==> src/rtl/fifo_wr_arbiter_if.sv <==
// fifo_wr_arbiter_if: producer-side request bus plus fifo write port of the shared fifo.
interface fifo_wr_arbiter_if #(
  parameter int N_REQ = 4,
  parameter int WIDTH = 8
);
  localparam int IW = $clog2(N_REQ);
  logic [N_REQ-1:0]       req_valid;
  logic [N_REQ-1:0]       req_last;
  logic [N_REQ*WIDTH-1:0] req_data;
  logic [N_REQ-1:0]       req_ready;
  logic                   fifo_full;
  logic                   fifo_wr_en;
  logic [WIDTH-1:0]       fifo_din;
  logic [IW-1:0]          grant_id;
  logic                   busy;
  modport slave (
    input  req_valid, req_last, req_data, fifo_full,
    output req_ready, fifo_wr_en, fifo_din, grant_id, busy
  );
  modport master (
    output req_valid, req_last, req_data, fifo_full,
    input  req_ready, fifo_wr_en, fifo_din, grant_id, busy
  );
endinterface

==> src/rtl/fifo_wr_arbiter.sv <==
// fifo_wr_arbiter: round-robin, burst-locked sharing of one fifo write port among N_REQ producers.
module fifo_wr_arbiter #(
  parameter int N_REQ     = 4,
  parameter int WIDTH     = 8,
  parameter int MAX_BURST = 8
) (
  input  logic              clk,
  input  logic              rst,
  fifo_wr_arbiter_if.slave  arb_if
);
  localparam int IW = $clog2(N_REQ);
  localparam int CW = MAX_BURST > 1 ? $clog2(MAX_BURST) : 1;
  typedef enum logic {IDLE, LOCKED} state_t;
  state_t            state_q, state_d;
  logic [IW-1:0]     owner_q, owner_d, rr_ptr_q, rr_ptr_d, winner, idx;
  logic [CW-1:0]     beat_cnt_q, beat_cnt_d;
  logic              found, beat, release_now;
  logic [WIDTH-1:0]  data_a [N_REQ];
  for (genvar g = 0; g < N_REQ; g++) begin : g_data
    assign data_a[g] = arb_if.req_data[g*WIDTH +: WIDTH];
  end
  // first valid requester at or after rr_ptr, wrapping
  always_comb begin
    winner = rr_ptr_q;
    found  = 1'b0;
    idx    = '0;
    for (int k = 0; k < N_REQ; k++) begin
      idx = IW'((int'(rr_ptr_q) + k) % N_REQ);
      if (!found && arb_if.req_valid[idx]) begin
        winner = idx;
        found  = 1'b1;
      end
    end
  end
  assign beat        = state_q == LOCKED && arb_if.req_valid[owner_q] && !arb_if.fifo_full;
  assign release_now = beat && (arb_if.req_last[owner_q] || beat_cnt_q == CW'(MAX_BURST - 1));
  assign arb_if.req_ready  = (state_q == LOCKED && !arb_if.fifo_full) ? N_REQ'(1) << owner_q : '0;
  assign arb_if.fifo_wr_en = beat;
  assign arb_if.fifo_din   = data_a[owner_q];
  assign arb_if.grant_id   = owner_q;
  assign arb_if.busy       = state_q == LOCKED;
  always_comb begin
    state_d    = state_q;
    owner_d    = owner_q;
    rr_ptr_d   = rr_ptr_q;
    beat_cnt_d = beat_cnt_q;
    if (state_q == IDLE) begin
      if (found) begin
        state_d    = LOCKED;
        owner_d    = winner;
        beat_cnt_d = '0;
      end
    end else if (release_now) begin
      state_d    = IDLE;
      rr_ptr_d   = owner_q == IW'(N_REQ - 1) ? '0 : owner_q + 1'b1;
      beat_cnt_d = '0;
    end else if (beat) begin
      beat_cnt_d = beat_cnt_q + 1'b1;
    end
  end
  always_ff @(posedge clk or posedge rst) begin
    if (rst) begin
      state_q    <= IDLE;
      owner_q    <= '0;
      rr_ptr_q   <= '0;
      beat_cnt_q <= '0;
    end else begin
      state_q    <= state_d;
      owner_q    <= owner_d;
      rr_ptr_q   <= rr_ptr_d;
      beat_cnt_q <= beat_cnt_d;
    end
  end
endmodule

==> src/flat_wrapper.sv <==
// flat-port wrapper written by rule: the top's interface ports become plain ports
module fifo_wr_arbiter_flat 
#(
  parameter int N_REQ     = 4,
  parameter int WIDTH     = 8,
  parameter int MAX_BURST = 8
)
  (clk, rst, arb_if_req_valid, arb_if_req_last, arb_if_req_data, arb_if_fifo_full, arb_if_req_ready, arb_if_fifo_wr_en, arb_if_fifo_din, arb_if_grant_id, arb_if_busy);
  fifo_wr_arbiter_if #(.N_REQ(N_REQ), .WIDTH(WIDTH)) arb_if_i ();
  input  logic clk;
  input  logic rst;
  input wire logic [$bits(arb_if_i.req_valid)-1:0] arb_if_req_valid;
  input wire logic [$bits(arb_if_i.req_last)-1:0] arb_if_req_last;
  input wire logic [$bits(arb_if_i.req_data)-1:0] arb_if_req_data;
  input wire logic [$bits(arb_if_i.fifo_full)-1:0] arb_if_fifo_full;
  output wire logic [$bits(arb_if_i.req_ready)-1:0] arb_if_req_ready;
  output wire logic [$bits(arb_if_i.fifo_wr_en)-1:0] arb_if_fifo_wr_en;
  output wire logic [$bits(arb_if_i.fifo_din)-1:0] arb_if_fifo_din;
  output wire logic [$bits(arb_if_i.grant_id)-1:0] arb_if_grant_id;
  output wire logic [$bits(arb_if_i.busy)-1:0] arb_if_busy;
  assign arb_if_i.req_valid = arb_if_req_valid;
  assign arb_if_i.req_last = arb_if_req_last;
  assign arb_if_i.req_data = arb_if_req_data;
  assign arb_if_i.fifo_full = arb_if_fifo_full;
  assign arb_if_req_ready = arb_if_i.req_ready;
  assign arb_if_fifo_wr_en = arb_if_i.fifo_wr_en;
  assign arb_if_fifo_din = arb_if_i.fifo_din;
  assign arb_if_grant_id = arb_if_i.grant_id;
  assign arb_if_busy = arb_if_i.busy;
  fifo_wr_arbiter #(.N_REQ(N_REQ), .WIDTH(WIDTH), .MAX_BURST(MAX_BURST)) u_core (.clk(clk), .rst(rst), .arb_if(arb_if_i));
endmodule
==> config.mk <==
export PLATFORM = sky130hd
export DESIGN_NAME = fifo_wr_arbiter_flat
export DESIGN_NICKNAME = d
export VERILOG_FILES = /design/src/rtl/fifo_wr_arbiter_if.sv /design/src/rtl/fifo_wr_arbiter.sv /design/src/flat_wrapper.sv
export SDC_FILE = /design/constraint.sdc
export NUM_CORES = 1
export LEC_CHECK = 0
export ABC_AREA = 1
export BUFFER_PORTS_ARGS = -buffer_cell sky130_fd_sc_hd__buf_4
export CORE_MARGIN = 1
export CORE_UTILIZATION = 47
export DETAILED_ROUTE_END_ITERATION = 10
export GPL_TIMING_DRIVEN = 1
export PLACE_DENSITY = 0.85
export SETUP_SLACK_MARGIN = 0.1
export SYNTH_ARGS = -nofsm -noshare
export SYNTH_HDL_FRONTEND = slang
export SYNTH_SLANG_ARGS = --single-unit
==> constraint.sdc <==
create_clock -name clk -period 3.6 [get_ports clk]
set_clock_uncertainty 0.2 [all_clocks]
set_input_delay 0.18 -clock clk [delete_from_list [all_inputs] [get_ports clk]]
set_output_delay 0.18 -clock clk [all_outputs]
set_load 0.05 [all_outputs]
; Yosys cells after proc, flatten, opt, wreduce, memory -nomap -nowiden
; Index checks and enable logic that the tools add are counted.
[totals]
output_inout_bits = 16
inputBits = 43
reg_bits = 8
elab_cells = 68
[classes]
mux = 31
bitwise = 2
n_lt_le_gt_ge = 6
shifts = 1
eq_ne = 3
addsub = 5
n_reduce_logical = 16
[op_table]
columns = cell, count
row1 = $bmux 8 s2, 1
row2 = $mux 8, 2
row3 = $lt 2x3->1 const B, 5
row4 = $mux 1, 13
row5 = $bmux 1 s2, 6
row6 = $mux 3, 4
row7 = $mux 2, 4
row8 = $logic_and 1x1->1, 7
row9 = $reduce_and 2->1, 3
row10 = $add 2x1->2 const B, 2
row11 = $add 2x2->2 const B, 2
row12 = $logic_not 1->1, 4
row13 = $mux 4, 1
row14 = $shl 1x2->4 const A, 1
row15 = $add 3x1->3 const B, 1
row16 = $eq 3x3->1 const B, 1
row17 = $ge 3x3->1 const B, 1
row18 = $ne 3x3->1 const B, 1
row19 = $not 2->3, 1
row20 = $eq 2x2->1 const B, 1
row21 = $reduce_bool 2->1, 1
row22 = $logic_or 1x1->1, 1
row23 = $not 1->1, 1

; Logic depth before layout (Yosys ltp)
[logic_depth]
depth_word = 14
depth_mapped = 14
mapped_depth_nobuf = 14

; Worst setup path before layout
; No wires, ideal clock.
[synth_path]
path_type = register to output
startpoint = reg u_core.owner_q[0], in the netlist u_core.arb_if.grant_id[0]
endpoint = out arb_if_fifo_din[0]
path_stages_with_launch = 5
n_path_buf = 2
slack_ns = 1.100
arrival_time_ns = 2.120
t_required_ns = 3.220
cell_sequence = dfrtp_1 > buf_4 > clkbuf_1 > nor2_1 > o22ai_1
[synth_between]
elab_chain_len = 4
[synth_rtl]
columns = element, line_no
row1 = from (decl), fifo_wr_arbiter.sv:15  ; logic [IW-1:0] owner_q, owner_d, rr_ptr_q, rr_ptr_d, winner, idx;
row2 = from (signal assigned), fifo_wr_arbiter.sv:69  ; owner_q <= owner_d;
row3 = $not 2->3 (not written as such), fifo_wr_arbiter.sv:39  ; assign arb_if.fifo_din = data_a[owner_q];
row4 = $bmux 8 s2, fifo_wr_arbiter.sv:39
row5 = $mux 8 (not written as such) (2 in a row), fifo_wr_arbiter.sv:39
row6 = to (decl), flat_wrapper.sv:18  ; output wire logic [$bits(arb_if_i.fifo_din)-1:0] arb_if_fifo_din;
; No other way between the ends. The select of a mux whose other input is x is not followed.

; Worst setup path in the final report
[layout_path]
startpoint = reg u_core.owner_q[0], in the netlist u_core.arb_if.grant_id[0]
endpoint = out arb_if_fifo_wr_en
[layout_between]
elab_chain_len = 4
[layout_rtl]
columns = element, line_no
row1 = $bmux 1 s2, fifo_wr_arbiter.sv:35  ; assign beat = state_q == LOCKED && arb_if.req_valid[owner_q] && !arb_if.fifo_full;
row2 = $mux 1 (not written as such), fifo_wr_arbiter.sv:35
row3 = $logic_and 1x1->1 (2 in a row), fifo_wr_arbiter.sv:35
row4 = to (decl), flat_wrapper.sv:17  ; output wire logic [$bits(arb_if_i.fifo_wr_en)-1:0] arb_if_fifo_wr_en;
; No other way between the ends. The select of a mux whose other input is x is not followed.

==> metrics <==
Syn. warnings=0; Placement Setup Slack=1381 ps; critical path class=register to output pin; antenna fix cells=0; final worst slack=1202 ps; number of hold violations in the final report=0; post-placement cell count=248; hold slack=169.2 ps; Hold WC Path Type=primary input to register; VDD IR max=0.7295 mV; initial antenna violation count=0; Slowest-stage cell, CP=dfrtp_1; dpl hpwl=2.290 mm; Finished Layout Cells=252; clk buf depth=2; total power=~1.4 mW; Worst setup endpoint=arb_if_fifo_wr_en; detailed-router iteration count before antenna repair=4; IO Port Bufs=58; critical path launch point type=register; Netlist cell types=24; crit share post-route=0.6660; Mapped Avg Cell Area=6.079 sq um; Layout area overhead=44.43%; Core ar.=0.002022 sq mm; CTS resizes=0; Crit. Startpoint=u_core.arb_if.grant_id[0]; setup repair after global routing missed its margin=false; post-DR wirelength/cell=11.40 microns; register area share after synthesis=0.1937; Congestion Overflow GR=0; synthesized cell area=0.001033 sq mm; Max-Cap Viols=0; first-pass GRT wire length=5.161 mm; Core Util, Final=0.7382; nets=~280; vias in the first global route=approximately 1200; Mapped Cells=170; clock latency on the worst-skew pair=260 ps; CTS clk-pin slew, worst paths=~60 ps; largest net degree at the start of global routing=28; crit path cell chain=inv_2 -> o21ai_0 -> a21oi_2 -> buf_4; area post-placement=0.001460 sq mm; synth top area cells=dfrtp_1 (19%), nand2_1 (15%), nor2_1 (11%); gpl congestion=0.8174; CP peak stage delay=840 ps; Initial Util=0.5111; status=finished, final reports clean; Routed WL=around 2.9 mm; H-tree depth=1; Slew headroom=0.4914; DRC=0; setup TNS=0 ps; Design Area, Final=0.001493 sq mm; Final Max Slew Viols=0; Synth Register Bits=8; crit-path max FO=27; reg2reg start=u_core.arb_if.grant_id[0]; CP arrival=2020 ps; final setup fails=0; R2R depth=8; Overall Global Routing Usage=0.2690; clock sink total=8; Syn Nets=219; CTS tree=yes; minimum clock period=2398 ps; die area=0.002390 sq mm; initial detailed-routing violation count=31; top cell type's share of synthesized area=0.1937; layout cells sized above 1=0.3556; RR Endpoint=u_core.beat_cnt_q[0]; Root Driver=clkbuf_4; vias per cell=5.099; pwr dens=970.4 mW/mm^2; worst-margin pin slew=762.9 ps; CP Data Required Time=3220 ps; reg2reg setup slack=1330 ps; P_leak=0.8168 nW; vias=1285; CP endpoint kind=output pin; Final ANT Viol Nets=0; Die Y=48.89 microns; top-level I/O count=59; row cnt=16; Die Wd=between 40 and 50 microns; clock buffer count from CTS=3; Max Fclk=0.4171 GHz; post-synth top area cell=dfrtp_1
[how the worst min path moves through the flow]
| stage | startpoint | end | slack, ps | cells after the start |
|---|---|---|---|---|
| detailed placement | rst | u_core.beat_cnt_q[2] | -50 | 2 |
| CTS | arb_if_req_last[1] | u_core.rr_ptr_q[0] | 170 | 6 |
| global placement | rst | u_core.beat_cnt_q[1] | -60 | 2 |
| floorplan | rst | u_core.arb_if.busy | -200 | 1 |
| global route | arb_if_req_last[1] | u_core.rr_ptr_q[0] | 240 | 6 |
| finish | arb_if_req_last[1] | u_core.rr_ptr_q[0] | 170 | 6 |
[cell usage in the layout (no fill, tap or decap), drive strengths merged]
cell and instances:
buf 58, nand2 50, nor2 32, o21ai 24, inv 18, nand3 11
o22ai 8, dfrtp 8, ha 6, a21oi 4, clkbuf 3, nand4 1
o31ai 1, dlygate4sd3 1
[metal layers]
metal  wire (microns)  GRT usage
met4               44    0.09314
met2             1556     0.4954
met1             1195     0.3185
met3               78    0.03115
met5                0          0
[cell usage after synthesis]
library cell / number
nand2_1: 41
nor2_1: 31
o21ai_0: 19
inv_1: 14
nand3_1: 11
dfrtp_1: 8
o22ai_1: 8
ha_1: 6
nand2_2: 5
nand2_4: 4
clkbuf_1: 3
o21ai_2: 3
a21oi_1: 2
buf_4: 2
inv_2: 2
inv_4: 2
o21ai_1: 2
a21oi_2: 1
a21oi_4: 1
buf_2: 1
buf_6: 1
nand4_1: 1
nor2_4: 1
o31ai_1: 1
[cell type report]
type | instances | area [sq um]
clock buffer | 3 | 22.52
timing repair buffer | 59 | 445.4
multi-input combinational | 137 | 718.2
tap | 27 | 33.78
fill | 184 | 529.3
sequential | 8 | 200.2
inverter | 18 | 72.57
[worst max-delay path, delay by kind of cell (launching register included)]
kind                   cells  cell delay (ps)
buffers and inverters      2              510
flip-flops                 1              840
AO/OA/AOI/OAI              2              410
[cell families (layout without fill, tap and decap cells)]
group / Yosys count / in the layout / synth area share
flip-flops: 8 / 8 / 0.1937
buffers and inverters: 25 / 80 / 0.1114
adder cells (fa/ha/maj): 6 / 6 / 0.07264
AO/OA/AOI/OAI: 37 / 37 / 0.2167
AND/OR/NAND/NOR: 94 / 94 / 0.4056
[sequential cells by signal, indices dropped and copies added (netlist names)]
register	cells
u_core.arb_if.busy	1
u_core.beat_cnt_q	3
u_core.rr_ptr_q	2
u_core.arb_if.grant_id	2
[where the power goes]
group / switching, mW / total [mW] / internal, mW
registers: 0.0960 / 0.227 / 0.131
clock network: 0.0307 / 0.0688 / 0.0382
logic: 0.781 / 1.15 / 0.372
[timing repair]
| action | 4_1_cts | 5_1_grt |
|---|---|---|
| endpoints found under the hold margin | 8 | 0 |
| hold buffers | 1 | 0 |
| setup buffers | 0 | 0 |
Power figures use the tool's default switching activity.
